**config.mk**
```make
export PLATFORM = sky130hd
export DESIGN_NAME = mac_column_sequencer
export DESIGN_NICKNAME = d
export VERILOG_FILES = /design/src/rtl/mac_ctrl_pkg.sv /design/src/rtl/mac_column_sequencer.sv
export SDC_FILE = /design/constraint.sdc
export NUM_CORES = 1
export LEC_CHECK = 0
export BUFFER_PORTS_ARGS = -buffer_cell sky130_fd_sc_hd__buf_2
export CORE_ASPECT_RATIO = 2
export CORE_UTILIZATION = 34
export DETAILED_ROUTE_END_ITERATION = 6
export PLACE_DENSITY = 0.8
export SLEW_MARGIN = 10
export SYNTH_ARGS = -nofsm -noshare
export SYNTH_HDL_FRONTEND = slang
export SYNTH_SLANG_ARGS = --single-unit
export TNS_END_PERCENT = 1
```
**constraint.sdc**
```tcl
create_clock -name clk -period 2.18 [get_ports clk]
set_input_delay 0.218 -clock clk [delete_from_list [all_inputs] [get_ports clk]]
set_output_delay 0.218 -clock clk [all_outputs]
set_load 0.05 [all_outputs]
```
**src/rtl/mac_ctrl_pkg.sv**
```systemverilog
// mac_ctrl_pkg
//   Types and default geometry shared between the weight-decoder column FIFO
//   and the per-MAC column sequencers of a PE row.
//   - seq_state_t : sequencer FSM states
//   - col_ctrl_t  : one per-bit-column control word at default geometry
//   - *_DEFAULT   : default tile geometry
package mac_ctrl_pkg;

  localparam int DATA_WIDTH_DEFAULT    = 8;
  localparam int VEC_LENGTH_DEFAULT    = 16;
  localparam int MUX_SEL_WIDTH_DEFAULT = $clog2(VEC_LENGTH_DEFAULT) + 1;
  localparam int ACT_SEL_W_DEFAULT     = (VEC_LENGTH_DEFAULT / 2) * (MUX_SEL_WIDTH_DEFAULT - 1);
  localparam int NUM_COLS_DEFAULT      = DATA_WIDTH_DEFAULT;

  typedef enum logic [1:0] {
    IDLE   = 2'd0,
    STREAM = 2'd1,
    DRAIN  = 2'd2,
    DONE   = 2'd3
  } seq_state_t;

  // Field order matches the concatenation order used on the col_* ports.
  typedef struct packed {
    logic [ACT_SEL_W_DEFAULT-1:0]     act_sel;
    logic [MUX_SEL_WIDTH_DEFAULT-1:0] hamming_sel;
    logic                             hamming_sign;
    logic [2:0]                       mul_const;
    logic                             is_shift_mul;
    logic [1:0]                       skip_zero;
  } col_ctrl_t;

endpackage

```
**src/rtl/mac_column_sequencer.sv**
```systemverilog
// mac_column_sequencer
//   Walks one bit-serial MAC through a dot-product tile. After start it
//   accepts NUM_COLS column control words (LSB column first) from the weight
//   decoder FIFO, issues one MAC enable per accepted column, then one extra
//   enable (DRAIN) so the last partial sum reaches the accumulator, and
//   pulses done when the accumulated result is valid.
//
//   Ports
//     clk, reset            clock, synchronous active-high reset
//     start                 begin a tile (sampled only in IDLE)
//     start_load            1: seed accumulator from result_prev, 0: from zero
//     start_pooling         max-pool mode for this tile
//     busy                  high in every state except IDLE
//     col_valid/col_ready   column word handshake (ready only in STREAM)
//     col_*                 column control word from the decoder
//     mac_en                MAC pipeline enable
//     mac_load_accum        accumulator takes seed instead of feedback
//     mac_clear_prev        seed is zero rather than result_prev
//     mac_column_idx        shift of the column being issued
//     mac_is_msb            column being issued is the sign column
//     mac_is_pooling        pooling select for the whole tile
//     mac_* (pass-through)  col_* words forwarded combinationally
//     done                  one-cycle pulse, MAC result valid
module mac_column_sequencer
  import mac_ctrl_pkg::*;
#(
  parameter int DATA_WIDTH    = DATA_WIDTH_DEFAULT,
  parameter int VEC_LENGTH    = VEC_LENGTH_DEFAULT,
  parameter int MUX_SEL_WIDTH = $clog2(VEC_LENGTH) + 1,
  parameter int NUM_COLS      = DATA_WIDTH,
  parameter int COL_W         = $clog2(NUM_COLS)
) (
  input  logic                                         clk,
  input  logic                                         reset,
  input  logic                                         start,
  input  logic                                         start_load,
  input  logic                                         start_pooling,
  output logic                                         busy,
  input  logic                                         col_valid,
  output logic                                         col_ready,
  input  logic [(VEC_LENGTH/2)*(MUX_SEL_WIDTH-1)-1:0]  col_act_sel,
  input  logic [MUX_SEL_WIDTH-1:0]                     col_hamming_sel,
  input  logic                                         col_hamming_sign,
  input  logic [2:0]                                   col_mul_const,
  input  logic                                         col_is_shift_mul,
  input  logic [1:0]                                   col_skip_zero,
  output logic                                         mac_en,
  output logic                                         mac_load_accum,
  output logic                                         mac_clear_prev,
  output logic [2:0]                                   mac_column_idx,
  output logic                                         mac_is_msb,
  output logic                                         mac_is_pooling,
  output logic [(VEC_LENGTH/2)*(MUX_SEL_WIDTH-1)-1:0]  mac_act_sel,
  output logic [MUX_SEL_WIDTH-1:0]                     mac_hamming_sel,
  output logic                                         mac_hamming_sign,
  output logic [2:0]                                   mac_mul_const,
  output logic                                         mac_is_shift_mul,
  output logic [1:0]                                   mac_skip_zero,
  output logic                                         done
);

  localparam logic [COL_W-1:0] LAST_COL = COL_W'(NUM_COLS - 1);

  seq_state_t       state;
  logic [COL_W-1:0] col_cnt;
  logic             first_q;
  logic             load_q;
  logic             pool_q;
  logic             busy_q;
  logic             done_q;
  logic             fire;

  assign col_ready      = (state == STREAM);
  assign fire           = col_ready & col_valid;
  // DRAIN gives the last column's partial sum one more pipeline step.
  assign mac_en         = fire | (state == DRAIN);
  assign mac_column_idx = fire ? 3'(col_cnt) : 3'd0;
  assign mac_is_msb     = fire & (col_cnt == LAST_COL);
  // Column 0's partial sum lands in the accumulator on the enable after its fire.
  assign mac_load_accum = first_q & mac_en;
  assign mac_clear_prev = mac_load_accum & ~load_q;
  assign mac_is_pooling = pool_q & busy_q;
  assign busy           = busy_q;
  assign done           = done_q;

  assign mac_act_sel      = col_act_sel;
  assign mac_hamming_sel  = col_hamming_sel;
  assign mac_hamming_sign = col_hamming_sign;
  assign mac_mul_const    = col_mul_const;
  assign mac_is_shift_mul = col_is_shift_mul;
  assign mac_skip_zero    = col_skip_zero;

  always_ff @(posedge clk) begin
    if (reset) begin
      state   <= IDLE;
      col_cnt <= '0;
      first_q <= 1'b0;
      load_q  <= 1'b0;
      pool_q  <= 1'b0;
      busy_q  <= 1'b0;
      done_q  <= 1'b0;
    end else begin
      done_q <= 1'b0;
      unique case (state)
        IDLE: begin
          if (start) begin
            load_q  <= start_load;
            pool_q  <= start_pooling;
            col_cnt <= '0;
            busy_q  <= 1'b1;
            state   <= STREAM;
          end
        end
        STREAM: begin
          if (fire) begin
            col_cnt <= col_cnt + COL_W'(1);
            if (col_cnt == LAST_COL) state <= DRAIN;
          end
        end
        DRAIN: begin
          done_q <= 1'b1;
          state  <= DONE;
        end
        DONE: begin
          busy_q <= 1'b0;
          state  <= IDLE;
        end
        default: state <= IDLE;
      endcase
      // Set by column 0's fire, cleared by whichever enable follows it
      // (a stall in between keeps it pending).
      if (mac_en) first_q <= fire & (col_cnt == '0);
      else if (state == IDLE) first_q <= 1'b0;
    end
  end

endmodule

```
Word level (Yosys, flattened, before mapping). Index checks and enable logic that the tools add are counted. Widths: inputs -> output; s select.

Register bits: 10. Input bits: 50.

$add $sub $neg: 1. Equal/unequal tests: 7. Muxes and demuxes: 13. Bitwise gates (word level): 8. Reductions and logical operators: 9.

Operator list (number): $mux 3 (3); $pmux 2 s4 (1); $and 1x1->1 (6); $mux 2 (3); $pmux 3 s2 (1); $reduce_and 3->1 (2); $reduce_bool 2->1 (3); $eq 2x2->1 const B (2); $mux 1 (4); $ne 2x1->1 const B (2); $reduce_and 2->1 (2); $add 3x1->3 const B (1); $eq 3x3->1 const B (1); $logic_not 3->1 (1); $eq 2x1->1 const B (1); $logic_not 2->1 (1); $ne 2x2->1 const B (1); $pmux 1 s2 (1); $not 1->1 (1); $or 1x1->1 (1).

Depth between registers and ports, before layout.
Word-level depth: 5. Gate-level depth with buffers: 6. Depth with buffers taken out: 5.

Least setup slack after synthesis. OpenSTA, ideal clock, no wires.

Path type: reg2out. Start: register state[1]. End: output port mac_clear_prev. Arrival time: 2.353 ns. Data required time: 1.962 ns. Setup slack: -0.391 ns. Cell stages (with the launch flop): 6. Path buffers: 0. Path through: dfxtp_1 -> inv_1 -> ha_1 -> a21o_1 -> and2_1 -> nor2b_1.

Longest elaborated chain between the ends: 5.

RTL lines: start, declared (line mac_column_sequencer.sv:64) `seq_state_t state;`; start signal, assigned (line mac_column_sequencer.sv:95) `state <= IDLE;`; start signal, assigned (line mac_column_sequencer.sv:111) `state <= STREAM;`; start signal, assigned (line mac_column_sequencer.sv:117) `if (col_cnt == LAST_COL) state <= DRAIN;`; $eq 2x1->1 (line mac_column_sequencer.sv:73) `assign col_ready = (state == STREAM);`; $and 1x1->1 (line mac_column_sequencer.sv:74) `assign fire = col_ready & col_valid;`; $or 1x1->1 * (line mac_column_sequencer.sv:76) `assign mac_en = fire | (state == DRAIN);`; net mac_en (line mac_column_sequencer.sv:47) `output logic mac_en,`; $and 1x1->1 * (line mac_column_sequencer.sv:80) `assign mac_load_accum = first_q & mac_en;`; net mac_load_accum (line mac_column_sequencer.sv:48) `output logic mac_load_accum,`; $and 1x1->1 * (line mac_column_sequencer.sv:81) `assign mac_clear_prev = mac_load_accum & ~load_q;`; end, declared (line mac_column_sequencer.sv:49) `output logic mac_clear_prev,`.

Mark *: on every way through the listed nets, which the timed path passes. The rest lies on a longest branch.

Worst setup path after layout.
Start: register state[1]. End: output port mac_clear_prev.

Longest elaborated chain between the ends: 5.

RTL lines (line): $eq 2x1->1 (mac_column_sequencer.sv:73); $and 1x1->1 (mac_column_sequencer.sv:74); $or 1x1->1 * (mac_column_sequencer.sv:76); $and 1x1->1 * (mac_column_sequencer.sv:80); $and 1x1->1 * (mac_column_sequencer.sv:81).

Every way passes the cells marked *; elsewhere a longest branch is shown, timed or not.

==> impl_metrics.tcl <==
set metrics [dict create \
    finalCriticalPeriod_ps 1897 \
    grtUsageTotal_pct 14.42 \
    tritoncts "done" \
    drive_gt1_share_pct 29.07 \
    cts_buffers 3 \
    fp.coreArea_sq_um 2603 \
    outcome "finished clean" \
    rsz0062_at_grt "no" \
    crit_required_ps 1960 \
    cts-root-buf "clkbuf_8" \
    critPathLaunchType "flop" \
    die_x_um 39.27 \
    io_pins 105 \
    hold_class "in -> reg" \
    max_cap_violations 0 \
    synth_seq_cells 10 \
    cts_setup_buffers 0 \
    clock_latency_ps 230 \
    fin_crit_sh_pct 87.04 \
    cpMaxStageDelayCell "dfxtp_1" \
    relSlewSlack_pct 80.53 \
    netlist_area_sq_um 944.7 \
    yosysWarnings 0 \
    first_pass_iters 4 \
    yosysSeqAreaShare_pct 21.19 \
    worst_slew_pin_slew_ps 292.1 \
    finalSetupTns_ps 0 \
    core.rowCount 26 \
    diodes 0 \
    initial_core_util_pct 36.30 \
    ys_types 26 \
    cts_resized 0 \
    cts_sinks 10 \
    endpoint_kind "output pin" \
    initialDrtViolationCount 14 \
    synth_nets 172 \
    leakage_nw 0.3800 \
    drv_slew 0 \
    synthCells 114 \
    grt_max_degree 12 \
    hold_viol 0 \
    fin_total_pwr_mw 0.9710 \
    dp_hpwl_um 1368 \
    place.gp.congestion 0.7111 \
    drc 0 \
    cp_max_fo 7 \
    placed_cell_area_sq_um 718.2 \
    finish.instance_area_sq_um 759.5 \
    antenna_found_initial 0 \
    cts_hold_buffers 0 \
    wl_per_cell_um 15.17 \
    htreeDepth 1 \
    vias 605 \
    drt-vias-per-instance 5.307 \
    setup_viol 0 \
    grt_pass1_wl_um 2863 \
    ant_nets 0 \
    synth_area_per_cell_sq_um 8.286 \
    max_stage_delay_ps 370 \
    worstSetupPathType "reg -> out" \
    area_growth_syn_to_layout_pct -19.60 \
    power_density_nw_per_um2 1279 \
    synth_top_area_share_pct 36.56 \
    die_y_um 76.54 \
    grt_overflow 0 \
    arrival_ps 1680 \
    fin_nets 146 \
    fmax_mhz 527.0 \
    crit_chain "inv_1, ha_1, a21o_1, and2_2, nor2b_4, buf_2" \
    finalClockSkew_ps 3.222 \
    grt_pass1_vias 622 \
    yosys-top-cells-area "buf_4, dfxtp_1, ha_1" \
    vdd_ir_drop_max_v 0.0004921 \
    yosys.area.top_type "buf_4" \
    io_buffer_count 16 \
    cts_buffer_depth 2 \
    clk_pin_slew_ps 50 \
    drt_wl_total_um 1729 \
    die_area_sq_um 3006 \
]
==> report_power, final <==
part / internal, mW / switching [mW]
clock: 0.120 / 0.0644
combinational: 0.182 / 0.342
sequential: 0.226 / 0.0362
total: 0.528 / 0.443
==> flip-flops by register name (all words and copies together) (netlist names) <==
| signal | count |
|---|---|
| pool_q | 1 |
| busy | 1 |
| done | 1 |
| col_cnt | 3 |
| load_q | 1 |
| first_q | 1 |
| state | 2 |
==> area by class of cell <==
type                    instances  area (sq um)
flip-flops and latches         10         200.2
multi-input cells              50         376.6
fillers                       290          1843
repair buffers                 16         80.08
inverters                       7         26.28
well taps                      28         35.03
clock buffers                   3         41.29
==> final timing paths <==
check / from / to / slack (ps) / cells after the start
setup / recovery: state[1]$_SDFFE_PP0P_ / mac_clear_prev / 280 / 6
setup reg to reg: state[1]$_SDFFE_PP0P_ / state[0]$_SDFFE_PP0P_ / 550 / 5
hold / removal: start_load / load_q$_SDFFE_PP0P_ / 240 / 3
hold reg to reg: pool_q$_SDFFE_PP0P_ / pool_q$_SDFFE_PP0P_ / 460 / 2
==> per-stage QoR <==
step / cells / setup WS [ps] / hold WS [ps] / util, %
finish: 114 / 282.6 / 239.5 / 29.18
global route: 114 / 184.1 / 255.1 / 29.18
CTS: 114 / 281.7 / 238.5 / 29.18
detailed placement: 111 / 533.2 / 436.3 / 27.60
global placement: 111 / 583.9 / 436.3 / 27.60
floorplan: 114 / 132.7 / 364.0 / -
==> cells by family after synthesis <==
| group | Yosys count | synth area share (%) |
|---|---|---|
| simple gates | 27 | 18.15 |
| mux | 2 | 2.119 |
| compound gates | 13 | 8.080 |
| buf+inv | 54 | 39.87 |
| fa+ha+maj | 8 | 10.60 |
| flops | 10 | 21.19 |
==> synth_stat cells <==
library cell and count:
buf_2 1, a21o_1 1, o211a_1 1, o31a_1 1, or4_1 1, and2b_4 1, o21ai_0 2, nand4b_1 1
inv_1 7, ha_1 8, nand3_1 3, and3_1 4, mux2i_1 2, nand4_1 3, nor3_2 1, and2b_2 1
and2_1 2, buf_4 46, nor2b_1 2, nand2_1 5, a21oi_1 6, nor2_1 1, nor2b_4 1, o21ai_1 2
dfxtp_1 10, nand2b_1 1
==> per-layer routing <==
layer	global-route usage (%)	wire, um
met5	0	0
met4	22.41	169
met3	3.207	172
met2	21.50	909
met1	10.65	479
==> critical path: cells and delay by family, from the launching register on <==
family,cells,cell delay [ps]
AND/OR/NAND/NOR,2,320
adder cells (fa/ha/maj),1,250
flip-flops,1,370
AO/OA/AOI/OAI,1,210
buffers and inverters,2,300
==> layout by cell type (no fill, tap or decap) <==
cell,synthesis,final
buf_2,1,16
dfxtp_1,10,10
ha_1,8,8
inv_1,7,7
a21oi_1,6,6
nand2_1,5,5
and3_1,4,4
nand3_1,3,3
nand4_1,3,3
clkbuf_8,0,3
nor2b_4,1,2
o21ai_1,2,2
mux2i_1,2,2
o21ai_0,2,2
a21o_1,1,1
and2_2,0,1
and2_1,2,1
and2b_4,1,1
nor2b_1,2,1
nand2b_1,1,1
and2b_2,1,1
nor3_2,1,1
or4_1,1,1
o211a_1,1,1
nand4b_1,1,1
o31a_1,1,1
nor2_1,1,1
No activity file was read; power rests on OpenSTA's default activity.
